### src/rtl/ob_pkg.sv
// Shared order-book types: table entries, ingress commands, responses and
// the install controller's state encoding.
package ob_pkg;

    localparam int UID_W   = 16;
    localparam int QTY_W   = 16;
    localparam int PRICE_W = 32;

    typedef struct packed {
        logic [UID_W-1:0]   uid;
        logic [QTY_W-1:0]   quantity;
        logic [PRICE_W-1:0] price;
    } table_t;

    typedef struct packed {
        logic   is_ask;
        table_t payload;
    } cmd_t;

    typedef enum logic [1:0] {
        INSTALLED = 2'd0,
        CROSS     = 2'd1,
        BADQTY    = 2'd2,
        REJECT    = 2'd3
    } status_e;

    typedef struct packed {
        logic             is_ask;
        logic [UID_W-1:0] uid;
        status_e          status;
    } rsp_t;

    typedef enum logic [2:0] {
        ST_IDLE,
        ST_DECIDE,
        ST_ISSUE,
        ST_DRAIN,
        ST_DRAIN_WAIT
    } ctl_state_e;

    // A bid crosses a resting ask at or below its price; an ask crosses a bid at or above.
    function automatic logic orderCrosses(
        input logic               isAsk,
        input logic [PRICE_W-1:0] price,
        input logic               bidVld,
        input logic [PRICE_W-1:0] bidPrice,
        input logic               askVld,
        input logic [PRICE_W-1:0] askPrice
    );
        if (isAsk) begin
            return bidVld && (price <= bidPrice);
        end
        return askVld && (price >= askPrice);
    endfunction

endpackage

### src/rtl/ob_rsp_reg.sv
// Single-entry valid/ready holding register for the controller's response channel.
module ob_rsp_reg
    import ob_pkg::*;
(
    input  logic clk,
    input  logic rst,
    input  logic i_load,
    input  rsp_t i_rsp,
    input  logic i_rdy,
    output logic o_vld,
    output rsp_t o_rsp
);

    logic r_vld;
    rsp_t r_rsp;

    // A fresh load takes priority over the consumer draining the old entry.
    always_ff @(posedge clk) begin
        if (rst) begin
            r_vld <= 1'b0;
            r_rsp <= '0;
        end else if (i_load) begin
            r_vld <= 1'b1;
            r_rsp <= i_rsp;
        end else if (i_rdy) begin
            r_vld <= 1'b0;
        end
    end

    assign o_vld = r_vld;
    assign o_rsp = r_rsp;

endmodule

### src/rtl/ob_install_ctl.sv
// Order-ingress controller: checks each new order against the opposing book
// head, installs it into the bid or ask table, and drains table rejects.
module ob_install_ctl
    import ob_pkg::*;
#(
    parameter int CNT_W       = 32,
    parameter bit ALLOW_CROSS = 1'b0
) (
    input  logic             clk,
    input  logic             rst,
    input  logic             cmd_vld,
    input  cmd_t             cmd,
    output logic             cmd_rdy,
    input  logic             bid_head_vld_r,
    input  table_t           bid_head_r,
    input  logic             ask_head_vld_r,
    input  table_t           ask_head_r,
    output logic             bid_install_vld,
    output table_t           bid_install,
    output logic             ask_install_vld,
    output table_t           ask_install,
    input  logic             bid_reject_valid_r,
    input  logic             ask_reject_valid_r,
    output logic             bid_reject_pop,
    output logic             ask_reject_pop,
    output logic             rsp_vld_r,
    output rsp_t             rsp_r,
    input  logic             rsp_rdy,
    output logic [CNT_W-1:0] install_cnt_r,
    output logic [CNT_W-1:0] reject_cnt_r
);

    ctl_state_e       r_state;
    ctl_state_e       w_next_state;
    cmd_t             r_ord;
    logic             r_drain_ask;
    logic [CNT_W-1:0] r_install_cnt;
    logic [CNT_W-1:0] r_reject_cnt;

    logic w_slot_free;
    logic w_cmd_rdy;
    logic w_accept;
    logic w_start_drain;
    logic w_issue;
    logic w_drain;
    logic w_cross;
    logic w_rsp_load;
    rsp_t w_rsp;
    logic w_unused_heads;

    // Only the head prices matter for the cross test.
    assign w_unused_heads = ^{bid_head_r.uid, bid_head_r.quantity,
                              ask_head_r.uid, ask_head_r.quantity};

    assign w_slot_free = !rsp_vld_r || rsp_rdy;
    assign w_cross = orderCrosses(r_ord.is_ask, r_ord.payload.price,
                                  bid_head_vld_r, bid_head_r.price,
                                  ask_head_vld_r, ask_head_r.price);

    always_ff @(posedge clk) begin
        if (rst) begin
            r_state <= ST_IDLE;
        end else begin
            r_state <= w_next_state;
        end
    end

    always_comb begin
        w_next_state  = r_state;
        w_cmd_rdy     = 1'b0;
        w_accept      = 1'b0;
        w_start_drain = 1'b0;
        w_issue       = 1'b0;
        w_drain       = 1'b0;
        w_rsp_load    = 1'b0;
        w_rsp         = '0;
        case (r_state)
            ST_IDLE: begin
                if ((bid_reject_valid_r || ask_reject_valid_r) && w_slot_free) begin
                    w_start_drain = 1'b1;
                    w_next_state  = ST_DRAIN;
                end else begin
                    w_cmd_rdy = 1'b1;
                    if (cmd_vld) begin
                        w_accept     = 1'b1;
                        w_next_state = ST_DECIDE;
                    end
                end
            end
            ST_DECIDE: begin
                if (w_slot_free) begin
                    w_rsp.is_ask = r_ord.is_ask;
                    w_rsp.uid    = r_ord.payload.uid;
                    if (r_ord.payload.quantity == '0) begin
                        w_rsp.status = BADQTY;
                        w_rsp_load   = 1'b1;
                        w_next_state = ST_IDLE;
                    end else if (w_cross && !ALLOW_CROSS) begin
                        w_rsp.status = CROSS;
                        w_rsp_load   = 1'b1;
                        w_next_state = ST_IDLE;
                    end else begin
                        w_next_state = ST_ISSUE;
                    end
                end
            end
            ST_ISSUE: begin
                w_issue      = 1'b1;
                w_rsp.is_ask = r_ord.is_ask;
                w_rsp.uid    = r_ord.payload.uid;
                w_rsp.status = INSTALLED;
                w_rsp_load   = 1'b1;
                w_next_state = ST_IDLE;
            end
            ST_DRAIN: begin
                w_drain      = 1'b1;
                w_rsp.is_ask = r_drain_ask;
                w_rsp.status = REJECT;
                w_rsp_load   = 1'b1;
                w_next_state = ST_DRAIN_WAIT;
            end
            ST_DRAIN_WAIT: begin
                w_next_state = ST_IDLE;
            end
            default: begin
                w_next_state = ST_IDLE;
            end
        endcase
    end

    // Order capture, drained-side choice (bid wins ties) and statistics.
    always_ff @(posedge clk) begin
        if (rst) begin
            r_ord         <= '0;
            r_drain_ask   <= 1'b0;
            r_install_cnt <= '0;
            r_reject_cnt  <= '0;
        end else begin
            if (w_accept) begin
                r_ord <= cmd;
            end
            if (w_start_drain) begin
                r_drain_ask <= !bid_reject_valid_r;
            end
            if (w_issue) begin
                r_install_cnt <= r_install_cnt + CNT_W'(1);
            end
            if (w_drain) begin
                r_reject_cnt <= r_reject_cnt + CNT_W'(1);
            end
        end
    end

    ob_rsp_reg u_rsp_reg (
        .clk    (clk),
        .rst    (rst),
        .i_load (w_rsp_load),
        .i_rsp  (w_rsp),
        .i_rdy  (rsp_rdy),
        .o_vld  (rsp_vld_r),
        .o_rsp  (rsp_r)
    );

    // Strobes are masked while rst is high so a reset cycle never commits anything.
    assign cmd_rdy         = w_cmd_rdy && !rst;
    assign bid_install_vld = w_issue && !r_ord.is_ask && !rst;
    assign ask_install_vld = w_issue && r_ord.is_ask && !rst;
    assign bid_install     = r_ord.payload;
    assign ask_install     = r_ord.payload;
    assign bid_reject_pop  = w_drain && !r_drain_ask && !rst;
    assign ask_reject_pop  = w_drain && r_drain_ask && !rst;
    assign install_cnt_r   = r_install_cnt;
    assign reject_cnt_r    = r_reject_cnt;

endmodule
### config.mk
export PLATFORM = sky130hd
export DESIGN_NAME = ob_install_ctl
export DESIGN_NICKNAME = d
export VERILOG_FILES = /design/src/rtl/ob_pkg.sv /design/src/rtl/ob_rsp_reg.sv /design/src/rtl/ob_install_ctl.sv
export SDC_FILE = /design/constraint.sdc
export NUM_CORES = 1
export LEC_CHECK = 0
export ABC_AREA = 1
export CAP_MARGIN = 10
export CORE_AREA = 2 2 161 163
export DETAILED_ROUTE_END_ITERATION = 8
export DIE_AREA = 0 0 163 165
export DONT_BUFFER_PORTS = 1
export HOLD_SLACK_MARGIN = 0.03
export MAX_ROUTING_LAYER = met4
export RECOVER_POWER = 50
export SYNTH_ARGS = -nofsm -noshare
export SYNTH_HDL_FRONTEND = slang
export SYNTH_SLANG_ARGS = --single-unit
### constraint.sdc
create_clock -name clk -period 3.56 [get_ports clk]
set_input_delay 0 -clock clk [delete_from_list [all_inputs] [get_ports clk]]
set_output_delay 0 -clock clk [all_outputs]
set_load 0.02 [all_outputs]
==> results of run 1 <==
==> metrics by stage <==
stage          cell area [um^2]  setup WS [ns]  utilization  std cells
6_report                  10000          0.592        0.400       1583
2_1_floorplan              9310           1.54            -       1295
3_5_place_dp               8710          0.772        0.348       1472
3_3_place_gp               8710          0.788        0.348       1472
5_1_grt                   10000          0.274        0.400       1583
4_1_cts                   10100          0.758        0.402       1578
==> cell type report <==
class / count / area [um^2] / share of cell area
clock buffer: 17 / 425 / 0.0425
inverter: 165 / 621 / 0.0619
tap: 330 / 413 / 0.0412
sequential: 153 / 3060 / 0.306
timing repair buffer: 87 / 818 / 0.0817
antenna: 5 / 12.5 / 0.00125
clock inverter: 15 / 175 / 0.0175
multi-input combinational: 811 / 4490 / 0.448
==> worst max-delay path, cell delays in order (launching register included) <==
cell	delay [ns]
dfxtp_1	0.31
clkbuf_1	0.54
ha_1	0.36
nand2_1	0.07
inv_1	0.07
nand2_1	0.07
nand2_1	0.05
nand2_1	0.06
nand3_1	0.11
nand2_1	0.08
nand2_1	0.08
nand2_1	0.06
nand2_1	0.09
nand2_1	0.09
nand3_1	0.11
nand2_1	0.13
buf_4	0.29
nand3b_1	0.11
nand2_1	0.10
nor2_1	0.07
==> metal layers <==
layer | vias to the layer above | GRT usage
met5 | - | -
met4 | 0 | 0.0772
met1 | 3581 | 0.211
met3 | 45 | 0.0676
met2 | 274 | 0.339
li1 | 3926 | -
==> power breakdown <==
| part | switching, mW | total, mW | internal [mW] |
|---|---|---|---|
| Sequential | 0.650 | 2.60 | 1.95 |
| Clock | 0.901 | 1.85 | 0.951 |
| Combinational | 0.813 | 1.29 | 0.474 |
==> kinds of logic (layout without fill, tap and decap cells) <==
| family | Yosys count | count (layout) | synth area share |
|---|---|---|---|
| and+or+nand+nor | 513 | 513 | 0.258 |
| xor gates and xnor gates | 18 | 18 | 0.0169 |
| AOI/OAI and AO/OA | 214 | 214 | 0.122 |
| buffers and inverters | 331 | 284 | 0.186 |
| adders and majority gates | 66 | 66 | 0.0887 |
| other | 0 | 5 | 0 |
| DFF | 153 | 153 | 0.329 |
==> cell usage after synthesis, types with 2 or more instances <==
library cell  instances  share of area
o21a_1                7         0.0056
buf_4               130           0.10
nand3_4               2         0.0038
clkbuf_1             30          0.012
buf_2                 2         0.0011
a21o_1                3         0.0024
nand3b_1             15          0.012
nor3_1               19          0.010
nand4_1              22          0.015
nor2_1              204          0.082
nor2_4               10          0.012
nand3_1              18         0.0097
inv_2                 4         0.0016
o21ai_0             104          0.056
nor2_2                7         0.0047
nor4_1               13         0.0087
nor3b_1               4         0.0032
nor3_2                3         0.0032
nand2_2               8         0.0054
nand4_2               4         0.0054
xnor2_1               7         0.0066
nand3_2               2         0.0022
a21boi_0             12         0.0097
inv_1               160          0.064
buf_1                 4         0.0016
dfxtp_1             153           0.33
a21oi_1              84          0.045
nand2_1             175          0.071
ha_1                 66          0.089
xor2_1               11          0.010
==> repair_timing <==
action	CTS	global route
gates resized for setup	0	0
hold buffers	74	0
endpoints found under the hold margin	101	0
==> worst max-delay path by stage <==
| stage | slack, ns | cells past startpoint | from | end |
|---|---|---|---|---|
| final | 0.59 | 19 | ask_install[2] | u_rsp_reg.o_rsp[8] |
| after detailed placement | 0.77 | 16 | ask_install[5] | u_rsp_reg.o_rsp[8] |
| after global placement | 0.79 | 16 | ask_install[3] | u_rsp_reg.o_rsp[6] |
| after floorplan | 1.54 | 14 | ask_install[19] | u_rsp_reg.o_rsp[10] |
| after CTS | 0.76 | 16 | ask_install[5] | u_rsp_reg.o_rsp[8] |
| after global routing | 0.27 | 19 | ask_install[2] | u_rsp_reg.o_rsp[8] |
==> state kept, by name, summed over array words and instances (netlist names) <==
signal	count
r_ord	1
u_rsp_reg.o_vld	1
reject_cnt_r	32
r_state	3
install_cnt_r	32
u_rsp_reg.o_rsp	19
ask_install	64
r_drain_ask	1
==> results.md, run 1 <==
- First-pass GRT wire length: 40.0 mm
- Clock Path Buffers: 2
- Ys async rst share: 0
- Hold Path End: u_rsp_reg.o_rsp[0]
- Max IR drop VDD: 0.282 mV
- Post-CTS Setup Bufs: 0
- Vias in the first global route: 7,636
- Worst EP required: 3.88 ns
- GPL Wtd Cong: 0.863
- Initial DRC Count: 325
- Reg2reg path depth: 19
- Clk slew on worst S/H paths: 0.08 ns
- DR top layer: met4
- Share of cells above drive strength 1: 0.0673
- Commonest non-fill, non-tap cell in the layout: nor2_1
- Met2 WL: 12.8 mm
- Cts bufs inserted: 17
- Slew HR: 0.264
- Fill count: 2,664
- Worst EP arrival: 3.28 ns
- Vias per inst: 4.94
- Fin crit period: 2.97 ns
- Worst hold path cell count: 6
- Clock sinks: approximately 150
- Die area: 0.0269 mm^2
- Core Area: 0.0250 mm^2
- Status: finished, final reports clean
- Final HPWL DP: approximately 19 mm
- RR Startpoint: ask_install[2]
- RSZ-0062 raised after global routing: false
- Antenna violations before repair: 5
- Largest net degree at the start of global routing: 83
- Reg-to-reg slack, setup: ~0.59 ns
- Main synth FF type: dfxtp_1
- CP endpoint kind: flop
- Total of warnings raised by yosys: 0
- Critical-path maximum fanout: 28
- FF+latch count, synth: 153
- Final net count: ~1.5k
- Seq/Total Area, Yosys: 0.329
- Max_cap viols: 0
- Leak Pwr: 4.20 nW
- Reg2reg end: u_rsp_reg.o_rsp[8]
- Fin Setup TNS: 0 ns
- Routed wl met3: 2.10 mm
- Pwr Total: 5.74 mW
- Hold path start: ask_head_vld_r
- PD cells: 573 mW/mm^2
- Fin. max-slew vios: 0
- GRT Util Overall: 0.198
- Post-synth EDFFs: 0
- Antenna Nets Post-Route: 0
- PortBufs: 0
- Mean area per synthesized cell: 7.19 um^2
- Hold Slack: a little under 0.07 ns
- Routed WL: 26.3 mm
- DRT Pass-1 Iters: 4
- Max Fclk: between 0.3 and 0.4 GHz
- Area of the mapped netlist: ~0.0093 mm^2
- Global route overflow: 0
- Via count of the routed design: 7,826
- Clk_skew: 0.0123 ns
- Final Setup Violations: 0
- Die width: 163 um
- Die Y-Extent: 165 um
- Hold Violations, Final: 0
- Actual slew at the worst max-slew pin: 1.10 ns
- Commonest non-fill, non-tap cells in the layout: nor2_1 (205), nand2_1 (176), inv_1 (159)
- H-tree depth: 4
- Drt drc: 0
- Crit Path Class: reg -> reg
- Net Count, Synth: ~1.6k
- WL/cell: between 15 and 20 um
- IO Pins: 418
- Worst skew pair latency: 0.43 ns
- Starting Density: 0.372
- Clock Tree Root: clkbuf_16
- Number of placement rows: 58
- Hold WC Path Type: in -> reg
- CTS tree: built
- Final period util: 0.834
- Cells after Synth: 1,295
- Synth cell types: 42
- WL met1: 10.7 mm
- Area delta synth->final: 7.62%
- Startpoint types: flop
Power figures use the tool's default switching activity.
==> inputs of run 2 (changes only) <==
Clock period 3.56 ns to 2.4 ns, I/O delays scaled along.
==> results.md, run 2 (synthesized netlist as in run 1, its figures left out) <==
- Status: finished, final reports clean
- Fin Setup TNS: 0 ns
- Actual slew at the worst max-slew pin: 0.830 ns
- Via count of the routed design: 8,102
- Crit Path Class: reg -> reg
- Cts bufs inserted: 17
- Multi-input combinational cell area: 0.00463 mm^2
- Max reg flops: 64
- IO Pins: 418
- Worst skew pair latency: 0.42 ns
- H-tree depth: 4
- Clock Tree Root: clkbuf_16
- Reg2reg end: reject_cnt_r[17]
- Critical-path maximum fanout: 8
- Clk_skew: between 0.015 and 0.02 ns
- Crit-path cells: inv_2 > nor2_4 > nand2_4 > nor2_4 > inv_2 > nor2_4 > nand3_4 > nor2_4 > nand2_2 > nor2_4 > xor2_1 > nor2_1 > dlygate4sd3_1
- Die Y-Extent: roughly 170 um
- Worst Setup EP: reject_cnt_r[17]
- Antenna violations before repair: 4
- Slew HR: 0.442
- Reg2reg path depth: 13
- Commonest non-fill, non-tap cells in the layout: nor2_1 (201), nand2_1 (170), inv_1 (159)
- Flop pwr share: 0.385
- Clk slew on worst S/H paths: 0.07 ns
- Largest net degree at the start of global routing: 80
- Routed WL: 26.9 mm
- Slowest CP cell: dlygate4sd3_1
- Worst EP arrival: about 2.6 ns
- Initial DRC Count: 433
- Leak Pwr: 4.70 nW
- GPL Wtd Cong: 0.857
- DRT Pass-1 Iters: 5
- CP endpoint kind: flop
- Drt drc: 0
- P_int: 5.56 mW
- Hold WC Path Type: in -> reg
- Hold Violations, Final: 0
- Hold Slack: 0.0643 ns
- Antenna Nets Post-Route: 0
- Max_cap viols: 0
- Number of placement rows: a little under 60
- Fin crit period: around 2.3 ns
- Starting Density: 0.372
- Final Setup Violations: 0
- Register area: 0.00307 mm^2
- Switching share of power: 0.392
- Fill count: about 2.6k
- Startpoint types: flop
- RSZ-0062 raised after global routing: true
- Vias in the first global route: 7,792
- Area delta synth->final: 16.5%
- Die area: 0.0269 mm^2
- Final period util: 0.950
- First-pass GRT wire length: 40.8 mm
- PD cells: approximately 840 mW/mm^2
- WL/cell: 16.2 um
- Max Fclk: 0.439 GHz
- Final HPWL DP: 19.8 mm
- Commonest non-fill, non-tap cell in the layout: nor2_1
- Global route overflow: 0
- Share of cells above drive strength 1: 0.138
- NetSw: 3.58 mW
- CP startpoint: r_state[0]
- Max IR drop VDD: approximately 0.46 mV
- Final net count: 1,584
- Die width: 163 um
- Clock Path Buffers: 2
- GRT Util Overall: 0.200
- PortBufs: 0
- Combinational share of power: 0.304
- Vias per inst: 4.87
- Clock power frac: 0.311
- RR Startpoint: r_state[0]
- Clock sinks: 153
- Reg-to-reg slack, setup: 0.12 ns
- Fin. max-slew vios: 0
- CTS tree: built
- Crit-path max cell delay: ~0.55 ns
- Worst EP required: 2.71 ns
- Worst path most repeated cell: nor2_4
- Core Area: around 0.025 mm^2
-- run 2: worst max-delay path: cells and delay by family (launching register included) --
family	cells	cell delay, ns
buffers and inverters	3	0.68
flip-flops	1	0.34
AND/OR/NAND/NOR	9	0.98
XOR/XNOR	1	0.17
-- run 2: what timing repair did --
item / in CTS / in global routing
cloned: 1 / 1
endpoints found under the hold margin: 101 / 0
pin swaps: 7 / 9
hold buffers: 73 / 0
endpoints found under the setup margin: 20 / 24
gates resized for setup: 24 / 17
buffers inserted: 2 / 5
-- run 2: power by group through the flow --
stage               combinational, mW  clock, mW  sequential [mW]
floorplan                        2.27          0             3.38
global placement                 2.42          0             3.57
detailed placement               2.46          0             3.58
CTS                              2.69       2.95             3.52
global route                     3.11       3.04             3.56
finish                           2.77       2.84             3.52
-- run 2: worst min path at each step --
stage	from	end	slack (ns)	cells after the start
2_1_floorplan	bid_reject_valid_r	r_drain_ask	0.09	1
3_3_place_gp	rst	reject_cnt_r[19]	0.08	1
3_5_place_dp	rst	reject_cnt_r[19]	0.08	1
4_1_cts	ask_head_vld_r	u_rsp_reg.o_rsp[0]	0.04	6
5_1_grt	rst	ask_install_vld	0.11	1
6_report	ask_reject_valid_r	r_state[0]	0.06	4
-- run 2: per-stage QoR --
stage	setup WS, ns	utilization	instances	power (mW)	instance area (um^2)
floorplan	0.377	-	1295	5.65	9310
global placement	-0.133	0.372	1546	5.98	9310
detailed placement	-0.162	0.372	1546	6.03	9310
CTS	0.0144	0.429	1654	9.16	10700
global route	-0.0172	0.433	1664	9.72	10800
finish	0.120	0.433	1664	9.14	10800
-- run 2: layout make-up --
type	count	area share
multi-input combinational	811	0.427
sequential	153	0.283
timing repair buffer	169	0.137
inverter	165	0.0572
clock buffer	17	0.0392
tap	330	0.0381
clock inverter	15	0.0168
antenna	4	0.000923
-- run 2: routing by layer --
layer,vias up,part of all wire,GRT usage
li1,4088,-,-
met3,46,0.074,0.0640
met5,-,0,-
met4,0,0.031,0.0744
met2,278,0.50,0.347
met1,3690,0.40,0.213
==> inputs of run 3 (changes only) <==
Settings changed: RECOVER_POWER 50 to not set.
==> results.md, run 3 (synthesized netlist as in run 1, its figures left out) <==
- Max IR drop VDD: 0.463 mV
- CP endpoint kind: flop
- PD cells: 840 mW/mm^2
- Routed WL: 26.9 mm
- Fin. max-slew vios: 0
- DR top layer: met4
- Reg-to-reg slack, setup: 0.12 ns
- Worst EP arrival: 2.59 ns
- Drt drc: 0
- IO Pins: 418
- Critical-path maximum fanout: 8
- DRT Pass-1 Iters: 5
- Clk slew on worst S/H paths: 0.07 ns
- CTS tree: built
- H-tree depth: 4
- Max Fclk: 0.439 GHz
- Core Area: 0.0250 mm^2
- Final Setup Violations: 0
- RR Startpoint: r_state[0]
- GRT Util Overall: 0.200
- Hold Slack: 0.0637 ns
- Cts bufs inserted: 17
- Clock Tree Root: clkbuf_16
- Clock sinks: 153
- Slew HR: 0.443
- Worst EP required: roughly 2.7 ns
- Commonest non-fill, non-tap cell in the layout: nor2_1
- Antenna violations before repair: 4
- Reg2reg path depth: 13
- Die Y-Extent: 165 um
- Global route overflow: 0
- Max_cap viols: 0
- Clk_skew: 0.0151 ns
- Dpl cells: 1,546
- Crit Path Class: reg -> reg
- Final HPWL DP: approximately 20 mm
- Area after DPL: 0.00931 mm^2
- Hold Path End: r_state[0]
- Status: finished, final reports clean
- Antenna Nets Post-Route: 0
- Commonest non-fill, non-tap cells in the layout: nor2_1 (201), nand2_1 (170), inv_1 (159)
- Hold Violations, Final: 0
- Final period util: 0.948
- RSZ-0062 raised after global routing: true
- Clock Path Buffers: 2
- Area delta synth->final: 17.0%
- Vias in the first global route: a little under 8k
- Final core utilization: 0.435
- First-pass GRT wire length: between 40 and 50 mm
- Leak Pwr: 4.76 nW
- Fin crit period: 2.28 ns
- GPL Wtd Cong: 0.857
- Starting Density: 0.372
- Vias per inst: 4.89
- Number of placement rows: 58
- Worst hold path cell count: 4
- PortBufs: 0
- Met2 WL: 13.5 mm
- Hold WC Path Type: in -> reg
- Routed wl met3: slightly below 2 mm
- Max reg flops: 64
- WL met1: 10.7 mm
- Initial DRC Count: 464
- Die area: about 0.027 mm^2
- Startpoint types: flop
- Largest net degree at the start of global routing: 80
- WL/cell: 16.2 um
- Share of cells above drive strength 1: 0.149
- Fill count: roughly 2.6k
- Die width: 163 um
- Reg2reg end: reject_cnt_r[17]
- Post-route insts no fill: 1,664
- Final net count: 1,584
- Worst skew pair latency: 0.42 ns
- Via count of the routed design: 8,129
- Final instance area: 0.0109 mm^2
- Actual slew at the worst max-slew pin: 0.829 ns
- Hold path start: ask_reject_valid_r
==> run 3: changes by cell type in the layout (fill, tap and decap cells not counted), sizes merged <==
cell,before,now
buf,82,96
clkbuf,32,18
==> run 3: metal layers <==
| metal | GRT usage | vias up |
|---|---|---|
| li1 | - | 4091 |
| met1 | 0.213 | 3717 |
| met2 | 0.347 | 279 |
| met3 | 0.0640 | 42 |
| met4 | 0.0744 | 0 |
| met5 | - | - |
==> run 3: layout make-up <==
cell class | instances | area, um^2 | area share
diodes | 4 | 10.0 | 0.000919
clock buffers | 17 | 425 | 0.0390
clock inverters | 15 | 183 | 0.0168
multi-input cells | 811 | 4630 | 0.425
repair buffers | 169 | 1540 | 0.141
flip-flops and latches | 153 | 3070 | 0.282
well taps | 330 | 413 | 0.0379
inverters | 165 | 621 | 0.0570
==> run 3: worst max-delay path by stage <==
stage	from	to	slack (ns)	depth (start not counted)
after floorplan	ask_install[19]	u_rsp_reg.o_rsp[13]	0.38	14
after global placement	ask_install[31]	u_rsp_reg.o_vld	-0.13	14
after detailed placement	ask_install[31]	u_rsp_reg.o_vld	-0.16	14
after CTS	ask_install[29]	u_rsp_reg.o_rsp[2]	0.01	15
after global routing	ask_install[18]	u_rsp_reg.o_rsp[15]	-0.02	13
final	r_state[0]	reject_cnt_r[17]	0.12	13
==> run 3: power by group <==
part           internal [mW]  switching, mW  total (mW)
Combinational           1.09           1.70        2.79
Clock                   1.58           1.26        2.84
Sequential              2.90          0.620        3.52
==> run 3: what timing repair did <==
item	in CTS	in global routing
hold endpoints to repair	101	0
hold buffers	73	0
buffers inserted	2	5
pin swaps	7	9
endpoints found under the setup margin	20	24
cloned	1	1
resized for setup	24	17
==> run 3: worst max-delay path, stage by stage, from the launching register on <==
cell,delay [ns]
dfxtp_1,0.34
inv_2,0.07
nor2_4,0.13
nand2_4,0.11
nor2_4,0.12
inv_2,0.06
nor2_4,0.09
nand3_4,0.11
nor2_4,0.15
nand2_2,0.08
nor2_4,0.14
xor2_1,0.17
nor2_1,0.05
dlygate4sd3_1,0.55
==> run 3: per-stage QoR <==
stage / setup WS, ns / TNS (ns) / total power, mW
floorplan: 0.377 / 0 / 5.65
global placement: -0.133 / -1.41 / 5.98
detailed placement: -0.162 / -2.21 / 6.03
CTS: 0.0144 / 0 / 9.16
global route: -0.0172 / -0.0682 / 9.73
finish: 0.124 / 0 / 9.16
